**src/rtl/usb_pkg.sv**
```systemverilog
// Shared USB line/packet definitions: line states, receiver FSM states, PID classes
// and CRC polynomials/seeds/residues. Intended for both the RX deserialiser and the TX serialiser.
package usb_pkg;

    typedef enum logic [1:0] {
        LINE_J   = 2'd0,
        LINE_K   = 2'd1,
        LINE_SE0 = 2'd2,
        LINE_SE1 = 2'd3
    } line_t;

    typedef enum logic [2:0] {
        ST_IDLE = 3'd0,
        ST_SYNC = 3'd1,
        ST_DATA = 3'd2,
        ST_EOP  = 3'd3,
        ST_ERR  = 3'd4
    } rx_state_t;

    localparam logic [1:0] PID_CLASS_SPECIAL   = 2'b00;
    localparam logic [1:0] PID_CLASS_TOKEN     = 2'b01;
    localparam logic [1:0] PID_CLASS_HANDSHAKE = 2'b10;
    localparam logic [1:0] PID_CLASS_DATA      = 2'b11;

    localparam int          CRC5_W       = 5;
    localparam logic [4:0]  CRC5_POLY    = 5'h05;
    localparam logic [4:0]  CRC5_INIT    = 5'h1F;
    localparam logic [4:0]  CRC5_RESIDUE = 5'b01100;

    localparam int          CRC16_W       = 16;
    localparam logic [15:0] CRC16_POLY    = 16'h8005;
    localparam logic [15:0] CRC16_INIT    = 16'hFFFF;
    localparam logic [15:0] CRC16_RESIDUE = 16'h800D;

    // J/K polarity swaps between full and low speed; SE0/SE1 are speed independent.
    function automatic line_t decode_line(input logic dp, input logic dm, input logic low_speed);
        line_t l;
        case ({dp, dm})
            2'b00:   l = LINE_SE0;
            2'b11:   l = LINE_SE1;
            2'b10:   l = low_speed ? LINE_K : LINE_J;
            default: l = low_speed ? LINE_J : LINE_K;
        endcase
        return l;
    endfunction

    function automatic logic pid_check_ok(input logic [7:0] pid);
        return pid[7:4] == ~pid[3:0];
    endfunction

endpackage

```
**src/rtl/usb_crc_serial.sv**
```systemverilog
// Bit-serial CRC register (MSB-feedback form). Fed LSB-first with the received field
// including the transmitted CRC, the register ends at the polynomial's fixed residue.
module usb_crc_serial #(
    parameter int           W    = 5,
    parameter logic [W-1:0] POLY = '0,
    parameter logic [W-1:0] INIT = '1
) (
    input  logic         clk,
    input  logic         rst_n,
    input  logic         clr,
    input  logic         en,
    input  logic         din,
    output logic [W-1:0] crc
);

    logic [W-1:0] crc_reg;
    logic [W-1:0] crc_next;
    logic         fb;

    assign fb          = din ^ crc_reg[W-1];
    assign crc_next[0] = fb & POLY[0];

    for (genvar gi = 1; gi < W; gi++) begin : g_tap
        assign crc_next[gi] = crc_reg[gi-1] ^ (fb & POLY[gi]);
    end

    always_ff @(posedge clk or negedge rst_n) begin
        if (!rst_n) begin
            crc_reg <= INIT;
        end else if (clr) begin
            crc_reg <= INIT;
        end else if (en) begin
            crc_reg <= crc_next;
        end
    end

    assign crc = crc_reg;

endmodule

```
**src/rtl/usb_rx_deser.sv**
```systemverilog
// USB receive deserialiser: line-state decode, NRZI, SYNC/EOP detection, bit unstuffing,
// byte assembly and CRC5/CRC16 residue check at end of packet.
module usb_rx_deser
    import usb_pkg::*;
#(
    parameter bit LOW_SPEED      = 1'b0,
    parameter int SYNC_MIN_ZEROS = 3
) (
    input  logic       clk,
    input  logic       rst_n,
    input  logic       bit_en,
    input  logic       dp_i,
    input  logic       dm_i,
    output logic       rx_active,
    output logic [7:0] rx_data,
    output logic       rx_valid,
    output logic       rx_eop,
    output logic       rx_crc_ok,
    output logic       rx_err
);

    localparam logic [3:0] SYNC_MIN = 4'(SYNC_MIN_ZEROS);

    rx_state_t   state_reg, state_next;
    line_t       prev_reg, prev_next;
    logic [3:0]  zero_cnt_reg, zero_cnt_next;
    logic [2:0]  ones_cnt_reg, ones_cnt_next;
    logic [2:0]  bit_cnt_reg, bit_cnt_next;
    logic [7:0]  byte_cnt_reg, byte_cnt_next;
    logic [6:0]  shift_reg, shift_next;
    logic [7:0]  pid_reg, pid_next;
    logic [1:0]  se0_cnt_reg, se0_cnt_next;
    logic        align_err_reg, align_err_next;

    logic        rx_active_reg, rx_active_next;
    logic [7:0]  rx_data_reg, rx_data_next;
    logic        rx_valid_reg, rx_valid_next;
    logic        rx_eop_reg, rx_eop_next;
    logic        rx_crc_ok_reg, rx_crc_ok_next;
    logic        rx_err_reg, rx_err_next;

    logic        crc_clr, crc_en;
    logic [4:0]  crc5;
    logic [15:0] crc16;

    line_t       line;
    logic        is_jk, nrzi_bit, stuff_slot;
    logic        class_ok, crc_ok_calc;

    assign line       = decode_line(dp_i, dm_i, LOW_SPEED);
    assign is_jk      = (line == LINE_J) || (line == LINE_K);
    assign nrzi_bit   = (line == prev_reg);
    assign stuff_slot = (ones_cnt_reg == 3'd6);

    always_comb begin
        class_ok = 1'b0;
        case (pid_reg[1:0])
            PID_CLASS_TOKEN, PID_CLASS_SPECIAL:
                class_ok = (crc5 == CRC5_RESIDUE) && (byte_cnt_reg == 8'd3);
            PID_CLASS_DATA:
                class_ok = (crc16 == CRC16_RESIDUE) && (byte_cnt_reg >= 8'd3);
            default:
                class_ok = (byte_cnt_reg == 8'd1);
        endcase
        crc_ok_calc = (byte_cnt_reg != 8'd0) && pid_check_ok(pid_reg) && class_ok;
    end

    // State register
    always_ff @(posedge clk or negedge rst_n) begin
        if (!rst_n) begin
            state_reg <= ST_IDLE;
        end else begin
            state_reg <= state_next;
        end
    end

    // Next-state logic
    always_comb begin
        state_next = state_reg;
        if (bit_en) begin
            case (state_reg)
                ST_IDLE: begin
                    if (line == LINE_K) state_next = ST_SYNC;
                end
                ST_SYNC: begin
                    if (!is_jk)        state_next = ST_ERR;
                    else if (nrzi_bit) state_next = (zero_cnt_reg >= SYNC_MIN) ? ST_DATA : ST_ERR;
                end
                ST_DATA: begin
                    if (line == LINE_SE1)            state_next = ST_ERR;
                    else if (line == LINE_SE0)       state_next = ST_EOP;
                    else if (stuff_slot && nrzi_bit) state_next = ST_ERR;
                end
                ST_EOP: begin
                    if (line == LINE_J)                                state_next = ST_IDLE;
                    else if (line != LINE_SE0 || se0_cnt_reg == 2'd2) state_next = ST_ERR;
                end
                ST_ERR: begin
                    if (line == LINE_J) state_next = ST_IDLE;
                end
                default: state_next = ST_IDLE;
            endcase
        end
    end

    // Output / datapath logic
    always_comb begin
        prev_next      = prev_reg;
        zero_cnt_next  = zero_cnt_reg;
        ones_cnt_next  = ones_cnt_reg;
        bit_cnt_next   = bit_cnt_reg;
        byte_cnt_next  = byte_cnt_reg;
        shift_next     = shift_reg;
        pid_next       = pid_reg;
        se0_cnt_next   = se0_cnt_reg;
        align_err_next = align_err_reg;
        rx_active_next = rx_active_reg;
        rx_data_next   = rx_data_reg;
        rx_valid_next  = 1'b0;
        rx_eop_next    = 1'b0;
        rx_crc_ok_next = 1'b0;
        rx_err_next    = 1'b0;
        crc_clr        = 1'b0;
        crc_en         = 1'b0;

        if (bit_en) begin
            if (is_jk) prev_next = line;

            // Only the transition into ERR pulses, so each bad packet reports once.
            if (state_next == ST_ERR && state_reg != ST_ERR) begin
                rx_err_next    = 1'b1;
                rx_active_next = 1'b0;
            end

            case (state_reg)
                ST_IDLE: begin
                    if (line == LINE_K) zero_cnt_next = 4'd1;
                end
                ST_SYNC: begin
                    if (is_jk && !nrzi_bit && zero_cnt_reg != 4'hF)
                        zero_cnt_next = zero_cnt_reg + 4'd1;
                    if (state_next == ST_DATA) begin
                        rx_active_next = 1'b1;
                        ones_cnt_next  = 3'd1;
                        bit_cnt_next   = 3'd0;
                        byte_cnt_next  = 8'd0;
                        crc_clr        = 1'b1;
                    end
                end
                ST_DATA: begin
                    if (line == LINE_SE0) begin
                        se0_cnt_next   = 2'd1;
                        align_err_next = (bit_cnt_reg != 3'd0);
                    end else if (is_jk && stuff_slot) begin
                        ones_cnt_next = 3'd0;
                    end else if (is_jk) begin
                        ones_cnt_next = nrzi_bit ? ones_cnt_reg + 3'd1 : 3'd0;
                        shift_next    = {nrzi_bit, shift_reg[6:1]};
                        bit_cnt_next  = bit_cnt_reg + 3'd1;
                        crc_en        = (byte_cnt_reg != 8'd0);
                        if (bit_cnt_reg == 3'd7) begin
                            rx_data_next  = {nrzi_bit, shift_reg};
                            rx_valid_next = 1'b1;
                            if (byte_cnt_reg == 8'd0)  pid_next      = {nrzi_bit, shift_reg};
                            if (byte_cnt_reg != 8'hFF) byte_cnt_next = byte_cnt_reg + 8'd1;
                        end
                    end
                end
                ST_EOP: begin
                    if (line == LINE_SE0 && se0_cnt_reg != 2'd2) begin
                        se0_cnt_next = se0_cnt_reg + 2'd1;
                    end else if (line == LINE_J) begin
                        rx_eop_next    = 1'b1;
                        rx_crc_ok_next = crc_ok_calc;
                        rx_err_next    = align_err_reg;
                        rx_active_next = 1'b0;
                    end
                end
                default: ;
            endcase
        end
    end

    always_ff @(posedge clk or negedge rst_n) begin
        if (!rst_n) begin
            prev_reg      <= LINE_J;
            zero_cnt_reg  <= '0;
            ones_cnt_reg  <= '0;
            bit_cnt_reg   <= '0;
            byte_cnt_reg  <= '0;
            shift_reg     <= '0;
            pid_reg       <= '0;
            se0_cnt_reg   <= '0;
            align_err_reg <= 1'b0;
            rx_active_reg <= 1'b0;
            rx_data_reg   <= '0;
            rx_valid_reg  <= 1'b0;
            rx_eop_reg    <= 1'b0;
            rx_crc_ok_reg <= 1'b0;
            rx_err_reg    <= 1'b0;
        end else begin
            prev_reg      <= prev_next;
            zero_cnt_reg  <= zero_cnt_next;
            ones_cnt_reg  <= ones_cnt_next;
            bit_cnt_reg   <= bit_cnt_next;
            byte_cnt_reg  <= byte_cnt_next;
            shift_reg     <= shift_next;
            pid_reg       <= pid_next;
            se0_cnt_reg   <= se0_cnt_next;
            align_err_reg <= align_err_next;
            rx_active_reg <= rx_active_next;
            rx_data_reg   <= rx_data_next;
            rx_valid_reg  <= rx_valid_next;
            rx_eop_reg    <= rx_eop_next;
            rx_crc_ok_reg <= rx_crc_ok_next;
            rx_err_reg    <= rx_err_next;
        end
    end

    usb_crc_serial #(.W(CRC5_W), .POLY(CRC5_POLY), .INIT(CRC5_INIT)) u_crc5 (
        .clk   (clk),
        .rst_n (rst_n),
        .clr   (crc_clr),
        .en    (crc_en),
        .din   (nrzi_bit),
        .crc   (crc5)
    );

    usb_crc_serial #(.W(CRC16_W), .POLY(CRC16_POLY), .INIT(CRC16_INIT)) u_crc16 (
        .clk   (clk),
        .rst_n (rst_n),
        .clr   (crc_clr),
        .en    (crc_en),
        .din   (nrzi_bit),
        .crc   (crc16)
    );

    assign rx_active = rx_active_reg;
    assign rx_data   = rx_data_reg;
    assign rx_valid  = rx_valid_reg;
    assign rx_eop    = rx_eop_reg;
    assign rx_crc_ok = rx_crc_ok_reg;
    assign rx_err    = rx_err_reg;

endmodule
```
**config.mk**
```make
export PLATFORM = sky130hd
export DESIGN_NAME = usb_rx_deser
export DESIGN_NICKNAME = d
export VERILOG_FILES = /design/src/rtl/usb_pkg.sv /design/src/rtl/usb_crc_serial.sv /design/src/rtl/usb_rx_deser.sv
export SDC_FILE = /design/constraint.sdc
export NUM_CORES = 1
export LEC_CHECK = 0
export CAP_MARGIN = 20
export CORE_ASPECT_RATIO = 0.8
export CORE_MARGIN = 2
export CORE_UTILIZATION = 54
export CTS_CLUSTER_SIZE = 24
export DETAILED_ROUTE_END_ITERATION = 10
export DONT_BUFFER_PORTS = 1
export PLACE_DENSITY = 0.8
export SETUP_SLACK_MARGIN = 0.2
export SLEW_MARGIN = 10
export SYNTH_ARGS = -nofsm -noshare
export SYNTH_HDL_FRONTEND = slang
export SYNTH_HIERARCHICAL = 1
export SYNTH_SLANG_ARGS = --single-unit
```
**constraint.sdc**
```tcl
create_clock -name clk -period 3.45 [get_ports clk]
set_input_delay 0.345 -clock clk [delete_from_list [all_inputs] [get_ports clk]]
set_output_delay 0.345 -clock clk [all_outputs]
set_load 0.03 [all_outputs]
```
==> flow_summary.json, run 1 <==
{
  "synthTopCellsByArea": "dfrtp_1 34%, dfstp_2 14%, ha_1 4.4%",
  "cap_violations": 0,
  "area_growth_pct": 5.822,
  "status": "complete, no violations",
  "power_leakage_uw": 0.002074,
  "antennaDiodeCount": 0,
  "synth-xor-area-share_pct": 3.643,
  "crit_arrival_ns": 3.03,
  "cts-htree-levels": 3,
  "yosysWarnings": 6,
  "synth_compound_area_share_pct": 14.07,
  "postCtsHoldBufs": 2,
  "finalSetupViolations": 0,
  "endpoint_kind": "flip-flop",
  "antenna_found_initial": 0,
  "synth-edff-count": 0,
  "syn-instance-count": 371,
  "grt_pass1_vias": 2640,
  "viasPerCell": 5.882,
  "worstPathMaxFanout": 35,
  "netlist_area_sq_um": 4019,
  "p_sw_share_pct": 30.99,
  "synth_mux_area_share_pct": 5.604,
  "drt-initial-drc-count": 193,
  "vdd_drop_max_uv": 182.9,
  "grt_pass1_wl_um": 12900,
  "clock_sinks": 75,
  "combPwrFrac_pct": 18.2,
  "clkTransAtPathRegs_ns": 0.08,
  "slew_headroom_pct": 67.67,
  "dr.pass1.iters": 4,
  "switchingPower_uw": 659.1,
  "cts_tree": "yes",
  "grt_util_all_layers_pct": 20.30,
  "die_w_um": 100.5,
  "synth-seq-cells": 75,
  "syn_nets": 390,
  "post-route-period-util_pct": 79.70,
  "num_rows": 28,
  "clock_path_buffers": 2,
  "coreArea_sq_um": 7322,
  "fin_nets": 391,
  "yosys.area_share.adder_pct": 4.359,
  "die_area_sq_um": 8153,
  "grt_max_degree": 76,
  "synthTopCellsByCount": "54 x dfrtp_1, 42 x nand2_1, 21 x dfstp_2, 17 x a211o_1, 16 x o21ai_0",
  "largest_register_ffs": 16,
  "yosys.area.top_type": "dfrtp_1",
  "synth_cell_types": 77,
  "p_per_area_nw_per_um2": 500.1,
  "grt.overflow.total": 0,
  "syn_area_per_cell_sq_um": 10.83,
  "post_cts_resized": 0,
  "critPathKind": "flip-flop to flip-flop",
  "finalWorstPathRequiredPeriod_ns": 2.750,
  "post_cts_buffers": 0,
  "drive_gt1_share_pct": 20.95,
  "worst_pin_slew_ns": 0.4813,
  "setup.worst_path.start_class": "flip-flop",
  "min_path_type": "primary input to flip-flop",
  "wl_per_cell_um": 16.00,
  "pwr-share-seq_pct": 52.8,
  "cts_made_buffers": 9,
  "rsz0062_at_grt": "false",
  "yosysMostFrequentCell": "dfrtp_1",
  "gp_congestion": 0.8453,
  "cts-root-buf": "clkbuf_8",
  "synthArstFlopShare_pct": 100.0,
  "finalSetupTns_ns": 0,
  "synth_simple_gate_area_share_pct": 20.55,
  "fin_util_pct": 58.08,
  "postRouteAntennaNets": 0,
  "clk_latency_ns": 0.36,
  "dp_hpwl_um": 5115,
  "dp_cells": 449,
  "io_buffers": 0,
  "drc": 0,
  "pin_count": 18,
  "vias": 2747,
  "stdcell_count": 467,
  "intPower_uw": 1468,
  "synth_top_family_by_area": "simple AND/OR/NAND/NOR gates",
  "cp.required_ns": 3.73,
  "start_util_pct": 54.89,
  "fin_worst_skew_ns": 0.008811,
  "worst_slack_ns": 0.7002,
  "ff2ff_setup_slack_ns": 0.70,
  "die-height_um": 81.16,
  "power_frac_clock_pct": 29.0,
  "fmax_mhz": 363.7,
  "final-max-slew-violation-count": 0,
  "hold_viol": 0,
  "ys.flop_type": "dfrtp_1",
  "synth.top_cell.area_share_pct": 33.62,
  "wl_um": 7471,
  "pre_cts_ws_ns": 0.5602,
  "yosysSeqAreaShare_pct": 47.35
}
-- layout make-up --
cell class                      count  area [sq um]
Tap cell                           90         112.6
Clock inverter                      6         40.04
Timing Repair Buffer                5         60.06
Inverter                           15         56.30
Multi-Input combinational cell    266          1943
Fill cell                         594          3069
Clock buffer                       10         137.6
Sequential cell                    75          1903
-- path summary, 6_finish.rpt --
check                          startpoint              end  cells past startpoint
hold / removal                     bit_en           rx_err                      1
min in group asynchronous           rst_n  zero_cnt_reg[2]                      2
setup / recovery             state_reg[2]  u_crc16/crc[15]                      7
hold reg to reg            se0_cnt_reg[1]   se0_cnt_reg[1]                      2
max in group asynchronous           rst_n   u_crc16/crc[6]                      2
setup reg to reg             state_reg[2]  u_crc16/crc[15]                      7
-- stage by stage --
| step | hold WS (ns) | total power (uW) | cell area, sq um |
|---|---|---|---|
| global route | 0.1304 | 2251 | 4253 |
| global placement | 0.05110 | 1478 | 4038 |
| detailed placement | 0.05111 | 1499 | 4038 |
| finish | 0.1473 | 2127 | 4253 |
| floorplan | 0.04941 | 1426 | 4019 |
| CTS | 0.1354 | 2140 | 4253 |
-- critical path: stages (launching register included) --
cell and delay [ns]:
dfrtp_1 0.49, or3b_4 0.54, or3_1 0.55, nor3_2 0.15, buf_4 0.32, inv_2 0.13
o21ai_1 0.13, or3b_1 0.36
-- kinds of logic (layout without fill, tap and decap cells) --
family	count (synthesis)	in the layout
compound gates	75	75
mux	20	20
buf+inv	30	36
simple gates	142	142
xor+xnor	15	15
flops	75	75
fa+ha+maj	14	14
-- power groups by stage --
stage,clock network (uW),registers (uW),logic [uW]
floorplan,0,1100,331
global placement,0,1130,347
detailed placement,0,1140,360
CTS,632,1120,385
global route,665,1140,449
finish,616,1120,386
-- layout by cell type (no fill, tap or decap), types with 3 or more instances in the layout --
cell / instances
dfrtp_1: 54
o21ai_2: 3
mux2i_1: 3
nor3_1: 8
a211o_1: 17
buf_4: 3
clkbuf_8: 10
mux2_2: 8
o21ai_0: 16
nor2b_1: 11
or3_1: 4
o31ai_1: 3
ha_1: 14
inv_1: 13
xor2_1: 7
and2b_2: 6
xnor2_1: 7
nand2_1: 42
nand3_1: 7
nand4_1: 5
nand4b_1: 3
dfstp_2: 21
nor2_1: 15
clkinvlp_4: 3
and3_1: 5
a211o_2: 3
mux2_1: 8
a21oi_1: 5
and2_1: 6
-- routing by layer --
layer	wire [um]	up-vias	GRT usage [%]
met4	58	0	5.342
met3	411	7	6.196
met2	3306	71	30.94
li1	-	1326	-
met1	3695	1343	28.30
met5	0	-	0
Note: power is estimated with default switching activity, not from simulation.
==> run 2: changes to the inputs <==
Settings changed: PLACE_DENSITY 0.8 to 0.83.
Clock period 3.45 ns to 2.5 ns, I/O delays scaled along.
==> flow_summary.json, run 2 (same netlist as run 1, synthesis figures left out) <==
{
  "status": "complete, no violations",
  "grt_pass1_wl_um": 14030,
  "crit_arrival_ns": 2.55,
  "largest_register_ffs": 16,
  "regArea_sq_um": 1904,
  "wl_per_cell_um": 17.35,
  "worst-path-buf-inv": 2,
  "grt_max_degree": 76,
  "clk_latency_ns": 0.35,
  "cts_tree": "yes",
  "dp_hpwl_um": 5666,
  "rr_startpoint": "byte_cnt_reg[5]",
  "cp.depth": 8,
  "nFillCells": 550,
  "die_area_sq_um": 8153,
  "fin_worst_skew_ns": 0.009361,
  "cts_made_buffers": 9,
  "final-max-slew-violation-count": 0,
  "dp_cells": 464,
  "p_per_area_nw_per_um2": 709.4,
  "finalSetupTns_ns": 0,
  "fin_nets": 419,
  "grt_util_all_layers_pct": 22.25,
  "cts-htree-levels": 3,
  "die-height_um": 81.16,
  "start_util_pct": 54.89,
  "ff2ff_setup_slack_ns": 0.23,
  "worstPathMaxFanout": 10,
  "multi_input_area_sq_um": 1968,
  "crit_end": "u_crc16/crc[12]",
  "startpoint": "byte_cnt_reg[5]",
  "critPathKind": "flip-flop to flip-flop",
  "coreArea_sq_um": 7322,
  "rsz0062_at_grt": "true",
  "crit_top_cell": "nor3_4",
  "wl_um": 8588,
  "die_w_um": 100.5,
  "num_rows": 28,
  "vdd_drop_max_uv": 374.9,
  "vias": 2944,
  "power_leakage_uw": 0.002269,
  "post-route-period-util_pct": 90.87,
  "cp.required_ns": 2.78,
  "drc": 0,
  "gp_congestion": 0.9448,
  "pin_count": 18,
  "clock_path_buffers": 2,
  "io_buffers": 0,
  "mostFrequentLayoutCell": "dfrtp_1",
  "ff2ff_path_depth": 8,
  "cap_violations": 0,
  "stdcell_count": 495,
  "antenna_found_initial": 0,
  "hold_viol": 0,
  "area_growth_pct": 13.95,
  "antennaDiodeCount": 0,
  "fmax_mhz": 440.2,
  "viasPerCell": 5.947,
  "setup.worst_path.start_class": "flip-flop",
  "dr.pass1.iters": 5,
  "endpoint_kind": "flip-flop",
  "timing.rr.end": "u_crc16/crc[12]",
  "postRouteAntennaNets": 0,
  "critPathSlowestCell": "or4_4",
  "slew_headroom_pct": 70.22,
  "clock_sinks": 75,
  "grt_pass1_vias": 2765,
  "clkTransAtPathRegs_ns": 0.08,
  "critPathMaxStageDelay_ns": 0.56,
  "grt.overflow.total": 0,
  "finalSetupViolations": 0,
  "min_path_type": "primary input to flip-flop",
  "timing.critical_path.cells": "or4_4, nor3_4, and2_4, nor3_4, buf_4, clkbuf_16, and2_1, a211o_2",
  "drt-initial-drc-count": 308,
  "final_cell_mix": "53 x dfrtp_1, 42 x nand2_1, 28 x buf_4",
  "worst_pin_slew_ns": 0.4354,
  "drive_gt1_share_pct": 27.90,
  "cts-root-buf": "clkbuf_8",
  "finalWorstPathRequiredPeriod_ns": 2.272,
  "critPathTopFamily": "simple AND/OR/NAND/NOR gates"
}
run 2: where the power goes:
group          internal [uW]  switching [uW]  leakage (uW)  total (uW)
sequential              1390             137      0.000950        1530
clock                    601             477      0.000115        1080
combinational            302             339       0.00120         641
run 2: cell type report:
cell class | instances | area share (%)
clock buffer | 10 | 3.005
tap | 90 | 2.459
clock inverter | 6 | 2.104
sequential | 75 | 41.58
multi-input combinational | 266 | 42.98
inverter | 15 | 1.230
timing repair buffer | 33 | 6.639
run 2: metal layers:
metal | GRT usage, % | part of all wire, % | vias to the layer above
met4 | 3.973 | 0.59 | 0
met5 | 0 | 0 | -
met3 | 7.315 | 6.2 | 6
li1 | - | - | 1388
met2 | 34.70 | 46 | 99
met1 | 30.81 | 47 | 1451
run 2: how the worst min path moves through the flow:
stage | start | endpoint | depth (start not counted)
detailed placement | rst_n | align_err_reg | 0
finish | bit_en | rx_err | 1
CTS | bit_en | rx_err | 1
global route | bit_en | rx_err | 1
floorplan | rst_n | align_err_reg | 0
global placement | rst_n | bit_cnt_reg[1] | 0
run 2: what timing repair did:
item,CTS,global route
cloned,0,1
buffers inserted,0,12
endpoints found under the hold margin,75,0
hold buffers,2,0
pin swaps,1,2
endpoints found under the setup margin,9,16
resized for setup,2,5
run 2: stage by stage:
| stage | setup WS, ns | total power (uW) | utilization (%) | hold slack (ns) | cell area, sq um |
|---|---|---|---|---|---|
| final | 0.2282 | 3249 | 62.54 | 0.06518 | 4579 |
| after global routing | 0.1559 | 3421 | 62.54 | 0.03423 | 4579 |
| after CTS | 0.2235 | 3236 | 60.70 | 0.04861 | 4444 |
| after detailed placement | 0.1104 | 2124 | 56.94 | -0.04415 | 4169 |
| after global placement | 0.1729 | 2088 | 56.94 | -0.04373 | 4169 |
| after floorplan | 0.1082 | 1974 | - | -0.04559 | 4046 |
